**src/rtl/bin_add_3x2.sv**
```systemverilog
// bin_add_3x2: registered three-operand adder, a + (en ? b : 0) + c.
// Define BIN_ADD_3X2_INREG_EN to register the inputs too (latency 2).
module bin_add_3x2 #(
   parameter int OP_WIDTH    = 16,
   parameter int CARRY_WIDTH = 1,
   parameter int SUM_WIDTH   = 17
) (
   input  logic                          clk,
   input  logic                          rst_n,
   input  logic [CARRY_WIDTH-1:0]        in_a,
   input  logic [OP_WIDTH-1:0]           in_b,
   input  logic [OP_WIDTH-1:0]           in_c,
   input  logic                          enable_bin,
   output logic [OP_WIDTH-1:0]           low_sum,
   output logic [SUM_WIDTH-OP_WIDTH-1:0] hi_sum
);

   if (SUM_WIDTH <= OP_WIDTH || CARRY_WIDTH > OP_WIDTH
       || CARRY_WIDTH < 1) begin : g_bad_cfg
      $error("bin_add_3x2: unsupported width parameters");
   end

   logic [CARRY_WIDTH-1:0] a_s;
   logic [OP_WIDTH-1:0]    b_s;
   logic [OP_WIDTH-1:0]    c_s;
   logic                   en_s;

`ifdef BIN_ADD_3X2_INREG_EN
   always_ff @(posedge clk) begin
      if (!rst_n) begin
         a_s  <= '0;
         b_s  <= '0;
         c_s  <= '0;
         en_s <= 1'b0;
      end else begin
         a_s  <= in_a;
         b_s  <= in_b;
         c_s  <= in_c;
         en_s <= enable_bin;
      end
   end
`else
   assign a_s  = in_a;
   assign b_s  = in_b;
   assign c_s  = in_c;
   assign en_s = enable_bin;
`endif

   logic [SUM_WIDTH-1:0] x;
   logic [SUM_WIDTH-1:0] y;
   logic [SUM_WIDTH-1:0] z;
   logic [SUM_WIDTH-1:0] ps;
   logic [SUM_WIDTH-1:0] gc;
   logic [SUM_WIDTH-1:0] sum_nx;
   logic [SUM_WIDTH-1:0] sum_q;

   assign x = SUM_WIDTH'(a_s);
   assign y = en_s ? SUM_WIDTH'(b_s) : '0;
   assign z = SUM_WIDTH'(c_s);

   // 3:2 carry-save stage, then one carry-propagate add
   for (genvar k = 0; k < SUM_WIDTH; k++) begin : g_csa
      assign ps[k] = x[k] ^ y[k] ^ z[k];
      assign gc[k] = (x[k] & y[k]) | (x[k] & z[k])
                   | (y[k] & z[k]);
   end

   assign sum_nx = ps + (gc << 1);

   always_ff @(posedge clk) begin
      if (!rst_n) begin
         sum_q <= '0;
      end else begin
         sum_q <= sum_nx;
      end
   end

   assign low_sum = sum_q[OP_WIDTH-1:0];
   assign hi_sum  = sum_q[SUM_WIDTH-1:OP_WIDTH];

endmodule

```
**config.mk**
```make
export PLATFORM = sky130hd
export DESIGN_NAME = bin_add_3x2
export DESIGN_NICKNAME = d
export VERILOG_FILES = /design/src/rtl/bin_add_3x2.sv
export SDC_FILE = /design/constraint.sdc
export NUM_CORES = 1
export LEC_CHECK = 0
export CORE_AREA = 2 2 74 76
export CTS_CLUSTER_DIAMETER = 50
export DETAILED_ROUTE_END_ITERATION = 10
export DIE_AREA = 0 0 76 78
export GPL_TIMING_DRIVEN = 0
export SYNTH_ARGS = -nofsm -noshare
export SYNTH_HDL_FRONTEND = slang
export SYNTH_SLANG_ARGS = --single-unit
```
**constraint.sdc**
```tcl
create_clock -name clk -period 2.6 [get_ports clk]
set_input_delay 0.26 -clock clk [delete_from_list [all_inputs] [get_ports clk]]
set_output_delay 0.26 -clock clk [all_outputs]
set_load 0.01 [all_outputs]
```
==> results of run 1 <==
[what timing repair did]
item	CTS	global route
resized for setup	7	12
buffers inserted	0	1
pin swaps	0	4
setup endpoints to repair	10	6
[cell families (layout without fill, tap and decap cells)]
| kind of cell | after synthesis | after routing |
|---|---|---|
| multiplexers | 4 | 4 |
| flip-flops | 17 | 17 |
| AO/OA/AOI/OAI | 43 | 43 |
| buffers and inverters | 11 | 67 |
| XOR/XNOR | 4 | 4 |
| adder cells (fa/ha/maj) | 32 | 32 |
| AND/OR/NAND/NOR | 59 | 59 |
[path summary, 6_finish.rpt]
kind / slack, ns / cells past startpoint / startpoint / endpoint
setup / recovery: 0.16 / 12 / in_b[1] / sum_q[15]
hold / removal: 0.60 / 3 / rst_n / sum_q[3]
[cell type report]
| cell class | instances | area (um2) | share of cell area, % |
|---|---|---|---|
| Sequential cell | 17 | 340 | 15.5 |
| Multi-Input combinational cell | 142 | 1150 | 52.5 |
| Clock buffer | 4 | 45.0 | 2.05 |
| Timing Repair Buffer | 53 | 527 | 24.0 |
| Buffer | 5 | 25.0 | 1.14 |
| Inverter | 5 | 18.8 | 0.854 |
| Tap cell | 70 | 87.6 | 3.98 |
[layer usage]
layer / vias to the layer above / wire length (um) / global-route usage, %
li1: 735 / - / -
met1: 632 / 1570 / 15.6
met2: 34 / 1680 / 22.1
met3: 6 / 156 / 2.56
met4: 0 / 50 / 2.73
met5: - / 0 / 0
[metrics by stage]
| stage | setup slack [ns] | util, % | std cells | power, uW |
|---|---|---|---|---|
| floorplan | 0.431 | - | 170 | 521 |
| global placement | -0.623 | 41.3 | 292 | 686 |
| detailed placement | -0.641 | 41.3 | 292 | 687 |
| CTS | 0.0158 | 42.5 | 296 | 890 |
| global route | 0.00828 | 43.6 | 296 | 966 |
| finish | 0.159 | 43.6 | 296 | 896 |
[worst min-delay path: cells and delay by family]
family / cells / cell delay (ns)
simple gates: 1 / 0.05
buf+inv: 2 / 0.49
[power by group]
group	internal, uW	switching [uW]
combinational	212	183
clock	109	89.6
sequential	294	8.02
total	615	281
[placed cells by master, fill, tap and decap left out, types with 5 or more instances in the layout]
cell type,n
a21oi_1,8
a21oi_2,6
and2_1,20
clkdlybuf4s50_1,51
dfxtp_1,17
ha_1,27
inv_1,5
nand2_1,12
nor2_1,7
nor3_1,9
o21a_1,6
==> results_dict.tcl, run 1 <==
set metrics [dict create \
    fin_nets 295 \
    synth_compound_area_share_pct 19.6 \
    placed_cell_area_um2 2080 \
    synth_area_leader_cell "ha_1" \
    cts_tree "yes" \
    diodes 0 \
    synth_common_cells "30 x ha_1, 20 x and2_1, 17 x dfxtp_1, 13 x a21oi_1, 12 x nand2_1" \
    synth.most_common_cell "ha_1" \
    layout_min_cycle_time_ns 2.44 \
    largest_register_ffs 17 \
    synth_top_area_share_pct 25.5 \
    hold_buffers 0 \
    io_buffer_count 52 \
    rows 26 \
    cp_max_fo 4 \
    largest-register "sum_q" \
    drt_wl_total_mm 3.46 \
    timing.critical_path.cells "clkdlybuf4s50_1 > and2_1 > ha_4 > ha_4 > inv_1 > fa_2 > nor2b_2 > o211ai_1 > buf_4 > a21oi_2 > a21oi_2 > mux2i_1" \
    outcome "finished, final reports clean" \
    max_stage_delay_ns 0.40 \
    worst_pin_slew_ns 0.453 \
    max-vdd-ir-drop_uv 212 \
    grt_pass1_wl_mm 6.15 \
    ys_seq_area_share_pct 23.1 \
    worst_ep_required_time_ns 2.76 \
    cts.sinks 17 \
    netlist_instances 170 \
    cpMaxStageDelayCell "clkdlybuf4s50_1" \
    synth_area_leaders "ha_1 25%, dfxtp_1 23%, and2_1 8.5%" \
    fmax_ghz 0.410 \
    synth_top_family_by_area "adder cells" \
    synth-async-reset-ratio_pct 0 \
    drt-initial-drc-count 34 \
    cap_viol_max_count 0 \
    synth-xor-area-share_pct 2.38 \
    relSlewSlack_pct 69.8 \
    fin_area_um2 2200 \
    first_pass_iters 4 \
    synth_simple_gate_area_share_pct 21.0 \
    finalHoldViolations 0 \
    yosys_warnings 0 \
    finalCritPeriodShare_pct 93.9 \
    setup_tns_ns 0 \
    syn_nets 238 \
    muxShareOfSynthArea_pct 2.72 \
    synth_edf_count 0 \
    path_class "in2reg" \
    setup_viol 0 \
    ys_ff_latch 17 \
    yosysUniqueCellTypes 33 \
    ys.flop_type "dfxtp_1" \
    start_util_pct 29.2 \
    grt_usage_pct 12.5 \
    place_congestion 0.829 \
    p_leak_uw 0.000931 \
    via_count 1407 \
    viasPerCell 4.75 \
    antenna_found_initial 0 \
    power_density_nw_per_um2 407 \
    dieHeight_um 78 \
    grt_pass1_vias 1399 \
    cts_root_buf "clkbuf_8" \
    ios 53 \
    crit_buf_inv 3 \
    die-area_um2 5930 \
    synthAdderAreaFrac_pct 28.2 \
    dp_hpwl_mm 2.83 \
    cp-start-kind "input pin" \
    syn_area_um2 1470 \
    grt_max_degree 11 \
    nFillCells 518 \
    numCtsBuffers 3 \
    design.core.area_um2 5040 \
    largestRegisters "sum_q x17" \
    drc_errors 0 \
    hold_ws_ns 0.597 \
    crit_path_end_kind "register" \
    cts_buffer_depth 2 \
    h-tree-depth 1 \
    arrival_ns 2.60 \
    rsz0062_at_grt "false" \
    clk_pin_slew_ns 0.06 \
    path_delay_family "adder cells" \
    hold_class "in2reg" \
    antenna_left 0 \
    overflow 0 \
    slew_viol_final 0 \
    syn_area_per_cell_um2 8.66 \
    synthToLayoutAreaGrowth_pct 49.3 \
    routedWlPerCell_um 11.7 \
    drive_gt1_share_pct 10.2 \
    die_w_um 76 \
]
No activity file was read; power rests on OpenSTA's default activity.
==> run 2: changes to the inputs <==
--- a/config.mk
+++ b/config.mk
@@ -5,11 +5,15 @@
 export SDC_FILE = /design/constraint.sdc
 export NUM_CORES = 1
 export LEC_CHECK = 0
+export CELL_PAD_IN_SITES_DETAIL_PLACEMENT = 1
+export CELL_PAD_IN_SITES_GLOBAL_PLACEMENT = 1
 export CORE_AREA = 2 2 74 76
 export CTS_CLUSTER_DIAMETER = 50
 export DETAILED_ROUTE_END_ITERATION = 10
 export DIE_AREA = 0 0 76 78
 export GPL_TIMING_DRIVEN = 0
+export PLACE_DENSITY_LB_ADDON = 0.1
 export SYNTH_ARGS = -nofsm -noshare
 export SYNTH_HDL_FRONTEND = slang
 export SYNTH_SLANG_ARGS = --single-unit
+export TNS_END_PERCENT = 1
==> results_dict.tcl, run 2 (synthesis gave the netlist of run 1 again) <==
set metrics [dict create \
    outcome "finished, final reports clean" \
    path_class "in2reg" \
    grt_pass1_wl_mm 6.64 \
    layout_common_cells "51 x clkdlybuf4s50_1, 30 x ha_1, 20 x and2_1" \
    first_pass_iters 4 \
    slew_viol_final 0 \
    design.core.area_um2 5040 \
    p_leak_uw 0.000949 \
    layout_min_cycle_time_ns 2.51 \
    worst_slack_ns 0.0892 \
    rows 26 \
    start_util_pct 29.2 \
    numCtsBuffers 3 \
    largestRegisters "sum_q x17" \
    placed_cell_area_um2 2080 \
    cts_root_buf "clkbuf_8" \
    hold_buffers 0 \
    crit_start "in_b[1]" \
    antenna_left 0 \
    drt-initial-drc-count 46 \
    cap_viol_max_count 0 \
    critPathCapture "sum_q[9]" \
    ios 53 \
    die-area_um2 5930 \
    grt_usage_pct 13.7 \
    worst_ep_required_time_ns 2.73 \
    cts_buffer_depth 2 \
    fin_area_um2 2190 \
    grt_max_degree 11 \
    synthToLayoutAreaGrowth_pct 48.8 \
    via_count 1423 \
    routedWlPerCell_um 13.7 \
    overflow 0 \
    die_w_um 76 \
    drc_errors 0 \
    grt_pass1_vias 1484 \
    dp_hpwl_mm 3.33 \
    arrival_ns 2.64 \
    antenna_found_initial 0 \
    worst_pin_slew_ns 0.528 \
    final_cells 298 \
    drt_wl_total_mm 4.08 \
    finalHoldViolations 0 \
    viasPerCell 4.78 \
    place_congestion 0.829 \
    io_buffer_count 52 \
    nFillCells 581 \
    drive_gt1_share_pct 9.65 \
    max-vdd-ir-drop_uv 259 \
    diodes 0 \
    relSlewSlack_pct 64.8 \
    crit_path_end_kind "register" \
    dp_slack_ns -0.797 \
    layout_commonest_cell "clkdlybuf4s50_1" \
    finalCritPeriodShare_pct 96.6 \
    largest_register_ffs 17 \
    power_density_nw_per_um2 415 \
    cts_tree "yes" \
    fin_nets 297 \
    cp_max_fo 4 \
    dp.cells 292 \
    clk_pin_slew_ns 0.08 \
    cp-start-kind "input pin" \
    largest-register "sum_q" \
    power_uw 908 \
    hold_class "in2reg" \
    fmax_ghz 0.398 \
    cts.sinks 17 \
    h-tree-depth 1 \
    setup_viol 0 \
    dieHeight_um 78 \
]
run 2: per-layer routing:
| metal | wire length (um) | vias up | GRT usage (%) |
|---|---|---|---|
| li1 | - | 727 | - |
| met1 | 1790 | 668 | 14.9 |
| met2 | 2100 | 26 | 27.4 |
| met3 | 178 | 2 | 3.14 |
| met4 | 12 | 0 | 2.18 |
| met5 | 0 | - | 0 |
run 2: cell type report:
class	count	area [um2]	share of cell area (%)
clock buffer	4	45.0	2.06
multi-input combinational	142	1130	51.7
timing repair buffer	54	531	24.2
buffer	6	35.0	1.60
sequential	17	340	15.5
inverter	5	18.8	0.857
tap	70	87.6	4.00
run 2: how the worst min path moves through the flow:
stage / end / slack, ns / start / cells after the start
5_1_grt: sum_q[3] / 0.61 / rst_n / 3
2_1_floorplan: sum_q[3] / 0.40 / rst_n / 2
6_report: sum_q[3] / 0.59 / rst_n / 3
4_1_cts: sum_q[3] / 0.58 / rst_n / 3
3_5_place_dp: sum_q[3] / 0.86 / rst_n / 3
3_3_place_gp: sum_q[3] / 0.87 / rst_n / 3
run 2: worst max-delay path: stages:
cell and delay [ns]:
clkdlybuf4s50_1 0.39, and2_1 0.15, ha_1 0.27, ha_1 0.20, inv_1 0.08, fa_2 0.37, nor2b_4 0.15, o211ai_1 0.11
buf_4 0.17, a21oi_2 0.19, buf_4 0.15, o21a_1 0.10, nor3_1 0.04
run 2: timing repair:
item,CTS,global route
setup buffers,0,2
pin swaps,0,2
resized for setup,5,14
setup endpoints to repair,11,9
run 2: stage by stage:
stage	util [%]	setup TNS, ns	hold WS, ns
after floorplan	-	0	0.401
after global placement	41.3	-5.91	0.865
after detailed placement	41.3	-7.13	0.857
after CTS	42.4	-0.0920	0.578
after global routing	43.4	-0.0282	0.606
final	43.4	0	0.586
run 2: where the power goes:
part           switching, uW  internal (uW)
logic                    187            210
registers               9.28            294
clock network           99.2            109
==> run 3: changes to the inputs <==
--- a/config.mk
+++ b/config.mk
@@ -7,11 +7,12 @@
 export LEC_CHECK = 0
 export CELL_PAD_IN_SITES_DETAIL_PLACEMENT = 1
 export CELL_PAD_IN_SITES_GLOBAL_PLACEMENT = 1
-export CORE_AREA = 2 2 74 76
+export CORE_AREA = 2 2 75 77
 export CTS_CLUSTER_DIAMETER = 50
 export DETAILED_ROUTE_END_ITERATION = 10
-export DIE_AREA = 0 0 76 78
+export DIE_AREA = 0 0 77 79
 export GPL_TIMING_DRIVEN = 0
+export MAX_ROUTING_LAYER = met4
 export PLACE_DENSITY_LB_ADDON = 0.1
 export SYNTH_ARGS = -nofsm -noshare
 export SYNTH_HDL_FRONTEND = slang
==> constraint.sdc (replaced) <==
create_clock -name clk -period 2.3 [get_ports clk]
set_input_delay 0.23 -clock clk [delete_from_list [all_inputs] [get_ports clk]]
set_output_delay 0.23 -clock clk [all_outputs]
set_load 0.01 [all_outputs]
==> results_dict.tcl, run 3 (synthesis gave the netlist of run 1 again) <==
set metrics [dict create \
    power_density_nw_per_um2 450 \
    grt_max_degree 11 \
    design.core.area_um2 5340 \
    grt_pass1_wl_mm 7.08 \
    finalHoldViolations 0 \
    synthToLayoutAreaGrowth_pct 72.5 \
    crit_path_end_kind "register" \
    dp_hpwl_mm 3.32 \
    cts_root_buf "clkbuf_8" \
    antenna_left 0 \
    switching_share_pct 33.5 \
    relSlewSlack_pct 63.8 \
    power.switching_uw 383 \
    die_w_um 77 \
    hold_buffers 0 \
    seqPwrFrac_pct 29.9 \
    outcome "finished, final reports clean" \
    power_uw 1140 \
    clkPwrFrac_pct 20.0 \
    ios 53 \
    numCtsBuffers 3 \
    layout_commonest_cell "clkdlybuf4s50_1" \
    path_class "in2reg" \
    internal-power_uw 761 \
    rows 27 \
    hold_class "in2reg" \
    p_leak_uw 0.00107 \
    worst_pin_slew_ns 0.542 \
    cp_max_fo 4 \
    final_cells 307 \
    cts_buffer_depth 2 \
    setup_viol 0 \
    layout_common_cells "45 x clkdlybuf4s50_1, 17 x and2_1, 17 x ha_1, 17 x dfxtp_1, 12 x nand2_1" \
    largestRegisters "sum_q x17" \
    first_pass_iters 4 \
    layout_min_cycle_time_ns 2.21 \
    diodes 0 \
    routedWlPerCell_um 15.0 \
    fin_nets 304 \
    clk_pin_slew_ns 0.07 \
    drt-initial-drc-count 35 \
    h-tree-depth 1 \
    setup_tns_ns 0 \
    cp-start-kind "input pin" \
    largest_register_ffs 17 \
    die-area_um2 6080 \
    dp.cells 294 \
    grt_usage_pct 14.8 \
    cts_tree "yes" \
    cap_viol_max_count 0 \
    antenna_found_initial 0 \
    finalCritPeriodShare_pct 96.2 \
    drt_wl_total_mm 4.62 \
    dieHeight_um 79 \
    start_util_pct 27.6 \
    drc_errors 0 \
    max-vdd-ir-drop_uv 256 \
    largest-register "sum_q" \
    arrival_ns 2.40 \
    via_count 1492 \
    slew_viol_final 0 \
    overflow 0 \
    viasPerCell 4.86 \
    cts.sinks 17 \
    io_buffer_count 52 \
    comb_power_share_pct 50.0 \
    utilization_pct 47.6 \
    fmax_ghz 0.452 \
    place_congestion 0.797 \
    worst_ep_required_time_ns 2.49 \
    grt_pass1_vias 1526 \
    drive_gt1_share_pct 26.8 \
]
==> run 3: cell types whose count changed in the layout (fill, tap and decap cells not counted), moves of 4 or more <==
| cell | previous run | this run |
|---|---|---|
| ha_1 | 30 | 17 |
| a21oi_1 | 7 | 3 |
| buf_4 | 2 | 10 |
| clkdlybuf4s50_1 | 51 | 45 |
| ha_4 | 0 | 11 |
| dlymetal6s2s_1 | 0 | 6 |
==> run 3: area by class of cell <==
type                       instances  area (um2)
clock buffer                       3        41.3
buffer                             5        45.0
clock inverter                     1        5.00
sequential                        17         340
fill                             625        2800
tap                               72        90.1
timing repair buffer              62         606
inverter                           5        18.8
multi-input combinational        142        1390
==> run 3: layer usage <==
layer  vias up  GRT usage (%)  wire [um]
met4         0           2.14         25
met1       705           17.5       2000
met3         4           3.18        203
met2        39           26.5       2390
met5         -              -          0
li1        744              -          -
==> run 3: worst max-delay path, stage by stage <==
cell and delay (ns):
clkdlybuf4s50_1 0.39, and2_1 0.15, ha_1 0.31, ha_4 0.30
o211ai_1 0.11, o21a_1 0.25, or3_4 0.38, a21o_1 0.20
a21oi_2 0.10
==> run 3: timing repair <==
action | CTS | global route
endpoints found under the setup margin | 12 | 10
pin swaps | 6 | 17
gates resized for setup | 28 | 49
hold endpoints to repair | 0 | 0
buffers inserted | 3 | 7
cloned | 0 | 0
==> run 3: stage by stage <==
step                instance area, um2  hold WS, ns  setup slack [ns]
floorplan                         1470        0.371             0.161
global placement                  2080        0.851             -1.03
detailed placement                2080        0.849             -1.07
CTS                               2270        0.573           -0.0450
global route                      2540        0.465           -0.0290
finish                            2540        0.427            0.0872
==> run 3: power by group through the flow <==
stage | logic [uW] | registers, uW | clock network, uW
2_1_floorplan | 219 | 369 | 0
3_3_place_gp | 428 | 348 | 0
3_5_place_dp | 439 | 349 | 0
4_1_cts | 481 | 343 | 242
5_1_grt | 625 | 346 | 250
6_report | 572 | 342 | 229
==> run 3: path summary, 6_finish.rpt <==
path,from,to,cells after the start,slack [ns]
worst min-delay path,in_c[0],sum_q[0],3,0.43
worst max-delay path,in_b[3],sum_q[14],9,0.09
